File: config.mk
export PLATFORM = sky130hd
export DESIGN_NAME = ads131a0x_frame_unpacker
export DESIGN_NICKNAME = d
export VERILOG_FILES = /design/src/rtl/ads131a0x_frame_unpacker.sv
export SDC_FILE = /design/constraint.sdc
export NUM_CORES = 1
export LEC_CHECK = 0
export ABC_CLOCK_PERIOD_IN_PS = 3400
export BUFFER_PORTS_ARGS = -buffer_cell sky130_fd_sc_hd__buf_2
export CELL_PAD_IN_SITES_DETAIL_PLACEMENT = 0
export CELL_PAD_IN_SITES_GLOBAL_PLACEMENT = 1
export CORE_ASPECT_RATIO = 0.75
export CORE_MARGIN = 1
export CORE_UTILIZATION = 44
export DETAILED_ROUTE_END_ITERATION = 16
export MAX_ROUTING_LAYER = met4
export PLACE_DENSITY_LB_ADDON = 0.25
export SYNTH_ARGS = -nofsm -noshare
export SYNTH_HDL_FRONTEND = slang
export SYNTH_SLANG_ARGS = --single-unit
export TNS_END_PERCENT = 30
File: constraint.sdc
create_clock -name system_clock -period 3.4 [get_ports system_clock]
set_input_delay 0.51 -clock system_clock [delete_from_list [all_inputs] [get_ports system_clock]]
set_output_delay 0.51 -clock system_clock [all_outputs]
set_load 0.02 [all_outputs]
File: src/rtl/ads131a0x_frame_unpacker.sv
// Gathers status + NUM_CH channel words into a sign-extended parallel frame; one-cycle latency from last word.
// Output frame holds until accepted; a frame completing while the output is still held is dropped (err_overrun).
module ads131a0x_frame_unpacker #(
    parameter int          NUM_CH     = 4,
    parameter int          WORD_BITS  = 24,
    parameter int          OUT_BITS   = 32,
    parameter logic [7:0]  STATUS_HDR = 8'h22
) (
    input  logic                         system_clock,
    input  logic                         reset,
    input  logic                         enable,
    input  logic                         word_valid,
    input  logic [WORD_BITS-1:0]         word_data,
    input  logic                         frame_start,
    output logic                         frame_valid,
    input  logic                         frame_ready,
    output logic [NUM_CH*OUT_BITS-1:0]   samples,
    output logic [15:0]                  status_word,
    output logic [15:0]                  frame_count,
    output logic                         err_header,
    output logic                         err_short,
    output logic                         err_overrun,
    output logic                         busy
);

    localparam int              IDX_W    = $clog2(NUM_CH);
    localparam logic [IDX_W-1:0] LAST_IDX = IDX_W'(NUM_CH - 1);

    typedef enum logic {
        IDLE    = 1'b0,
        COLLECT = 1'b1
    } state_t;

    state_t                 state;
    state_t                 state_nxt;
    logic [IDX_W-1:0]       ch_idx;
    logic [IDX_W-1:0]       ch_idx_nxt;
    logic [OUT_BITS-1:0]    stage [NUM_CH];
    logic [15:0]            stage_status;

    logic                   hdr_ok;
    logic                   status_load;
    logic                   ch_write;
    logic                   commit;
    logic                   can_load;
    logic                   hdr_err;
    logic                   short_err;
    logic [OUT_BITS-1:0]    word_sext;
    logic [NUM_CH*OUT_BITS-1:0] frame_nxt;

    assign word_sext = OUT_BITS'($signed(word_data));
    assign hdr_ok    = (word_data[WORD_BITS-1 -: 8] == STATUS_HDR);
    assign can_load  = !frame_valid || frame_ready;

    always_ff @(posedge system_clock) begin
        if (reset) begin
            state  <= IDLE;
            ch_idx <= '0;
        end else begin
            state  <= state_nxt;
            ch_idx <= ch_idx_nxt;
        end
    end

    // A frame_start always restarts framing, whether or not a frame was in flight.
    always_comb begin
        state_nxt   = state;
        ch_idx_nxt  = ch_idx;
        status_load = 1'b0;
        ch_write    = 1'b0;
        commit      = 1'b0;
        hdr_err     = 1'b0;
        short_err   = 1'b0;
        if (word_valid) begin
            if (frame_start) begin
                short_err  = (state == COLLECT);
                state_nxt  = IDLE;
                ch_idx_nxt = '0;
                if (enable) begin
                    if (hdr_ok) begin
                        status_load = 1'b1;
                        state_nxt   = COLLECT;
                    end else begin
                        hdr_err = 1'b1;
                    end
                end
            end else if (state == COLLECT) begin
                ch_write = 1'b1;
                if (ch_idx == LAST_IDX) begin
                    commit     = 1'b1;
                    state_nxt  = IDLE;
                    ch_idx_nxt = '0;
                end else begin
                    ch_idx_nxt = ch_idx + 1'b1;
                end
            end
        end
    end

    // The last channel bypasses staging so the frame is ready on the same edge.
    always_comb begin
        frame_nxt = '0;
        for (int k = 0; k < NUM_CH; k++) begin
            if (k == NUM_CH - 1) begin
                frame_nxt[k*OUT_BITS +: OUT_BITS] = word_sext;
            end else begin
                frame_nxt[k*OUT_BITS +: OUT_BITS] = stage[k];
            end
        end
    end

    always_ff @(posedge system_clock) begin
        if (ch_write) begin
            stage[ch_idx] <= word_sext;
        end
        if (status_load) begin
            stage_status <= word_data[WORD_BITS-1 -: 16];
        end
    end

    always_ff @(posedge system_clock) begin
        if (reset) begin
            frame_valid <= 1'b0;
            samples     <= '0;
            status_word <= '0;
            frame_count <= '0;
            err_header  <= 1'b0;
            err_short   <= 1'b0;
            err_overrun <= 1'b0;
            busy        <= 1'b0;
        end else begin
            err_header  <= hdr_err;
            err_short   <= short_err;
            err_overrun <= commit && !can_load;
            busy        <= (state_nxt == COLLECT);
            if (commit && can_load) begin
                samples     <= frame_nxt;
                status_word <= stage_status;
                frame_valid <= 1'b1;
                frame_count <= frame_count + 16'd1;
            end else if (frame_valid && frame_ready) begin
                frame_valid <= 1'b0;
            end
        end
    end

endmodule
==> metrics.txt, run 1 <==
status=completed; vias in the first global route=5175; Total Nets Final=920; post-synthesis average cell area=10.7 sq um; Syn. warnings=0; startpoint of the worst hold path=word_data[6]; CTS tree=done; Crit-path slowest cell=sky130_fd_sc_hd__nand2_4; post-synthesis compound-gate area fraction=8.71%; half-perimeter wire length of the detailed placement result=11500 um; Tightest Hold Check Type=primary input to register; minimum clock period after layout=2.45 ns; Final Cycle Share=72.0%; area share of fa/ha/maj cells after synthesis=0.797%; simple-gate share of the synthesized area=15.4%; number of clock buffers inserted by TritonCTS=22; total power after layout=0.00530 W; Inserted Diodes=0; Max transition margin=35.3%; Initial DRT Pass Iterations=5; startpoint class of the critical path=register; number of sinks driven by the clock tree=223; post-synthesis to final-layout area growth=21.0%; multiplexer share of the synthesized area=0.287%; clock tree root driver cell=sky130_fd_sc_hd__clkbuf_16; startpoint of the worst register-to-register path=ch_idx[0]; antenna violations before repair=0; Critical Path Start=ch_idx[0]; cells resized by post-CTS repair=0; proportion of netlist area held by the largest area contributor=34.4%; # rows=41; post-synthesis instance total=734; Die Area=18400 sq um; count of endpoints failing setup in the final report=0; maximum buffer depth of the clock tree=3; count of flip-flops with a built-in enable after synthesis=88; peak per-stage delay on the critical path=0.58 ns; kind of critical path=register to register; kind of end point of the critical path=register; largest vdd supply drop=343 uV; core area=17100 sq um; ranking of synthesized cells by area=sky130_fd_sc_hd__dfxtp_1 (34%), sky130_fd_sc_hd__edfxtp_1 (34%), sky130_fd_sc_hd__nand2_1 (11%); main flop type after synthesis=sky130_fd_sc_hd__dfxtp_1; fill count=1499; Die Span X=156 um; Critical R2R Capture=samples[81]; post-synthesis net count=769; data required time at the worst endpoint=3.77 ns; DRC violation count after routing=0; total global routing track utilization=19.7%; routed wire length=17800 um; worst hold margin=0.245 ns; power density over the cells=559 nW/um^2; chain of cells forming the critical path=ha_1 -> and4b_1 -> nand2_4 -> buf_4 -> nand2_1 -> a21oi_1; clock-pin slew on the worst setup and hold paths=0.06 ns; global-route wire length before repair=27700 um; CP Max Fanout=81; Maximum Capacitance Violations=0; Post-synth top cells=sky130_fd_sc_hd__nand2_1 (234), sky130_fd_sc_hd__dfxtp_1 (135), sky130_fd_sc_hd__a21oi_1 (123); largest net degree at the start of global routing=92; sequential share of the synthesized area=68.1%; DRC violation total after the first TritonRoute iteration=407; number of buffers inserted to repair setup after CTS=0; Via density=4.92; Bufs and invs on worst path=1; via count of the routed design=5593; fraction of synthesis flops using an asynchronous set or reset pin=0%; setup repair after global routing missed its margin=false; Sum Neg Setup Slack=0 ns; Ports=195; initial standard-cell utilization of the core=45.8%; number of failing hold endpoints at the final stage=0; grt ovf=0; fraction of layout cells with a size suffix above 1=26.3%; H-tree depth=1; Post-Synth XOR/XNOR Area=0.670%; final weighted congestion of routability-driven global placement=0.790; library cell with the largest summed area after synthesis=sky130_fd_sc_hd__dfxtp_1; die span in y=118 um; Highest Clock Rate=409 MHz; minimum setup slack among reg-to-reg paths=0.95 ns; mapped cell area=7850 sq um; actual slew at the worst max-slew pin=0.970 ns; Clock Latency Late Sink=0.50 ns; capture endpoint of the worst hold path=stage[0][6]; Leak=3.73 nW; placed insts=1097; Crit path max-delay family=simple AND/OR/NAND/NOR gates; final non-filler cell total=1136; remaining number of nets flagged by the antenna check after routing=0; Final Slew Violations=0; Routed wire per std cell=15.7 um; Post-CTS Hold Fix Bufs=0; Clock Skews=0.0207 ns; count of unique library cells instantiated by Yosys=33; number of cells traversed by the worst register-to-register path=6; Port Buffer Count=194; main combinational cell family by area after synthesis=simple AND/OR/NAND/NOR gates; most common cell in the synthesized netlist=sky130_fd_sc_hd__nand2_1; WHS Path Cells=1; Data arrival, critical path=2.82 ns; flip-flop and latch count after synthesis=223
cell type report:
type	instances	area [sq um]	share of cell area (%)
clock buffer	31	626	6.59
clock inverter	8	114	1.20
inverter	5	18.8	0.198
multi-input combinational	431	2040	21.5
sequential	223	5350	56.3
tap	236	295	3.11
timing repair buffer	202	1060	11.1
cell families after synthesis:
kind of cell / after synthesis
adders and majority gates: 5
muxes: 2
xor gates and xnor gates: 6
buffers and inverters: 80
DFF: 223
and+or+nand+nor: 285
AOI/OAI and AO/OA: 133
stage by stage:
stage / utilization [%] / area, sq um / setup slack (ns)
6_report: 55.4 / 9500 / 0.954
5_1_grt: 55.4 / 9500 / 0.746
4_1_cts: 55.4 / 9500 / 0.945
3_5_place_dp: 51.1 / 8760 / 0.892
3_3_place_gp: 51.1 / 8760 / 0.960
2_1_floorplan: - / 7850 / 1.59
report_power, final:
part | leakage, nW | total, W | switching (W) | internal, W
clock network | 0.358 | 0.00246 | 0.000949 | 0.00151
registers | 1.88 | 0.00277 | 0.000000163 | 0.00277
logic | 1.49 | 0.0000735 | 0.0000557 | 0.0000177
total | 3.73 | 0.00530 | 0.00100 | 0.00430
worst max-delay path by stage:
stage / to / slack, ns / depth (start not counted)
after floorplan: stage[0][0] / 1.59 / 3
after global placement: samples[102] / 0.96 / 6
after detailed placement: samples[102] / 0.89 / 6
after global routing: samples[81] / 0.75 / 6
after CTS: samples[32] / 0.94 / 6
final: samples[81] / 0.95 / 6
registers in the layout, summed over array words and instances (netlist names):
name	count
stage	72
stage_status	16
busy	1
ch_idx	2
frame_count	16
samples	96
err_overrun	1
err_short	1
err_header	1
frame_valid	1
status_word	16
placed cells by master, fill, tap and decap left out, types with 3 or more instances in the layout:
cell type | netlist | routed
sky130_fd_sc_hd__nand2_1 | 234 | 233
sky130_fd_sc_hd__buf_2 | 14 | 193
sky130_fd_sc_hd__dfxtp_1 | 135 | 135
sky130_fd_sc_hd__a21oi_1 | 123 | 123
sky130_fd_sc_hd__edfxtp_1 | 88 | 88
sky130_fd_sc_hd__clkbuf_16 | 0 | 23
sky130_fd_sc_hd__nor2_1 | 13 | 13
sky130_fd_sc_hd__buf_4 | 39 | 7
sky130_fd_sc_hd__nand4_1 | 6 | 6
sky130_fd_sc_hd__o31ai_1 | 6 | 6
sky130_fd_sc_hd__or4_1 | 6 | 6
sky130_fd_sc_hd__clkbuf_1 | 21 | 6
sky130_fd_sc_hd__inv_1 | 5 | 5
sky130_fd_sc_hd__and2_1 | 6 | 5
sky130_fd_sc_hd__xor2_1 | 5 | 5
sky130_fd_sc_hd__ha_1 | 5 | 5
sky130_fd_sc_hd__clkinv_1 | 0 | 4
sky130_fd_sc_hd__o21ai_0 | 3 | 3
sky130_fd_sc_hd__bufinv_16 | 0 | 3
routing by layer:
| metal | GRT usage [%] | wire length, um |
|---|---|---|
| met2 | 30.7 | 8230 |
| met3 | 4.27 | 1070 |
| met5 | - | 0 |
| met1 | 26.1 | 8200 |
| met4 | 4.47 | 312 |
Power figures use the tool's default switching activity.
==> run 2: changes to the inputs <==
Settings changed: ABC_AREA set to 1, ABC_CLOCK_PERIOD_IN_PS 3400 to 2600, CORE_UTILIZATION 44 to 40.
Clock period 3.4 ns to 2.6 ns, I/O delays scaled along.
==> run 2 against run 1 <==
  * The run now ends with DRC left
  * Utilization fell by 5.9 points
  * Die area rose by 13%
  * Global-route usage fell by 0.81 points
  * Count of clock-buffer cells in the layout rose by 2
  * Sequential share of layout area fell by 1.2 points
  * Final cell count rose by 8.1%
  * Critical endpoint is now frame_count[11]
==> metrics.txt, run 2 <==
Port Buffer Count=194; main flop type after synthesis=sky130_fd_sc_hd__dfxtp_1; routed wire length=19200 um; most common cell after layout, fill and taps aside=sky130_fd_sc_hd__nor2_1; final weighted congestion of routability-driven global placement=0.742; library cell with the largest summed area after synthesis=sky130_fd_sc_hd__dfxtp_1; Highest Clock Rate=564 MHz; placed insts=1187; count of unique library cells instantiated by Yosys=22; post-synthesis instance total=803; clock tree root driver cell=sky130_fd_sc_hd__clkbuf_16; post-synthesis to final-layout area growth=20.0%; kind of end point of the critical path=register; data required time at the worst endpoint=3.03 ns; grt ovf=0; failing checks=DRC; Clock Skews=0.0144 ns; largest net degree at the start of global routing=131; cells resized by post-CTS repair=0; Leak=4.13 nW; Data arrival, critical path=2.21 ns; Inserted Diodes=0; most common cell in the synthesized netlist=sky130_fd_sc_hd__nor2_1; DRC violation count after routing=16; fraction of layout cells with a size suffix above 1=25.0%; CP Max Fanout=59; number of flip-flops under the largest register name=96; status=finished with violations; final non-filler cell total=1228; core area=19600 sq um; largest vdd supply drop=403 uV; number of failing hold endpoints at the final stage=0; half-perimeter wire length of the detailed placement result=11900 um; Largest regs=samples x96, stage x72; Routed wire per std cell=15.7 um; proportion of netlist area held by the largest area contributor=33.4%; Die Area=20800 sq um; Most flops, register=samples; total global routing track utilization=18.8%; remaining number of nets flagged by the antenna check after routing=0; clock-pin slew on the worst setup and hold paths=0.06 ns; count of endpoints failing setup in the final report=0; mapped cell area=8090 sq um; H-tree depth=1; startpoint class of the critical path=register; fraction of synthesis flops using an asynchronous set or reset pin=0%; power density over the cells=715 nW/um^2; number of buffers inserted to repair setup after CTS=0; Final Cycle Share=68.2%; Via density=4.65; sequential share of the synthesized area=66.1%; minimum clock period after layout=1.77 ns; via count of the routed design=5707; die span in y=125 um; CTS tree=done; ranking of synthesized cells by area=sky130_fd_sc_hd__dfxtp_1 (33%), sky130_fd_sc_hd__edfxtp_1 (33%), sky130_fd_sc_hd__nor2_1 (12%); post-synthesis average cell area=10.1 sq um; Clock Latency Late Sink=0.50 ns; number of cells traversed by the worst register-to-register path=8; Ports=195; WHS Path Cells=1; antenna violations before repair=0; Initial DRT Pass Iterations=13; global-route wire length before repair=29600 um; setup repair after global routing missed its margin=false; flip-flop and latch count after synthesis=223; Tightest Hold Check Type=primary input to register; Max transition margin=64.1%; Maximum Capacitance Violations=0; Total Nets Final=994; DRC violation total after the first TritonRoute iteration=475; kind of critical path=register to register; count of flip-flops with a built-in enable after synthesis=88; vias in the first global route=5107; post-synthesis net count=838; maximum buffer depth of the clock tree=3; most frequent cells in the layout=sky130_fd_sc_hd__nor2_1 (248), sky130_fd_sc_hd__buf_2 (194), sky130_fd_sc_hd__dfxtp_1 (135), sky130_fd_sc_hd__edfxtp_1 (88), sky130_fd_sc_hd__o21ai_1 (61); Post-synth top cells=sky130_fd_sc_hd__nor2_1 (251), sky130_fd_sc_hd__dfxtp_1 (135), sky130_fd_sc_hd__edfxtp_1 (88); number of sinks driven by the clock tree=223; Sum Neg Setup Slack=0 ns; Post-CTS Hold Fix Bufs=0; Die Span X=166 um; actual slew at the worst max-slew pin=0.538 ns; # rows=44; Final Slew Violations=0; initial standard-cell utilization of the core=41.3%; worst setup slack after layout=0.826 ns; Syn. warnings=0; worst-case setup slack after placement=0.835 ns; number of clock buffers inserted by TritonCTS=23
## run 2: final timing paths
path,start,to,slack (ns)
min,word_data[5],stage[1][5],0.12
max,ch_idx[0],frame_count[11],0.83
min reg2reg,samples[64],samples[64],0.47
max reg2reg,ch_idx[0],frame_count[11],0.83
## run 2: power breakdown
part	switching (W)	total [W]	leakage (nW)	internal, W
Clock	0.00130	0.00316	0.357	0.00187
Sequential	0.000000133	0.00363	1.88	0.00363
Combinational	0.000103	0.000148	1.90	0.0000448
Total	0.00140	0.00694	4.13	0.00554
## run 2: layout make-up
cell class                      instances  area [sq um]
Fill cell                            1866          9900
Sequential cell                       223          5350
Multi-Input combinational cell        467          2070
Timing Repair Buffer                  203          1090
Clock buffer                           33           664
Tap cell                              253           317
Inverter                               41           155
Clock inverter                          8          60.1
## run 2: per-stage QoR
stage | instance area [sq um] | power, W | hold WS [ns] | utilization [%]
2_1_floorplan | 8090 | 0.00378 | 0.455 | -
3_3_place_gp | 8980 | 0.00385 | 0.459 | 45.8
3_5_place_dp | 8980 | 0.00385 | 0.467 | 45.8
4_1_cts | 9700 | 0.00703 | 0.0994 | 49.5
5_1_grt | 9700 | 0.00718 | 0.103 | 49.5
6_report | 9700 | 0.00694 | 0.116 | 49.5
## run 2: cell families (layout without fill, tap and decap cells)
family / Yosys count / count (layout) / share of synthesized area, %
flops: 223 / 223 / 66.1
simple gates: 330 / 330 / 16.5
buf+inv: 113 / 285 / 8.46
fa+ha+maj: 5 / 5 / 0.774
compound gates: 132 / 132 / 8.17
## run 2: per-layer routing
metal	track usage [%]	vias to the layer above	wire length [um]
li1	-	2896	-
met1	27.5	2638	9570
met2	26.9	154	8120
met3	3.89	19	1260
met4	3.90	0	273
met5	-	-	0
## run 2: critical path: stages (launching register included)
cell                      delay, ns
sky130_fd_sc_hd__dfxtp_1       0.38
sky130_fd_sc_hd__ha_1          0.25
sky130_fd_sc_hd__nand4_1       0.23
sky130_fd_sc_hd__nor2_4        0.21
sky130_fd_sc_hd__buf_12        0.26
sky130_fd_sc_hd__nand3_1       0.13
sky130_fd_sc_hd__nand2_1       0.08
sky130_fd_sc_hd__inv_1         0.04
sky130_fd_sc_hd__nor2_1        0.08
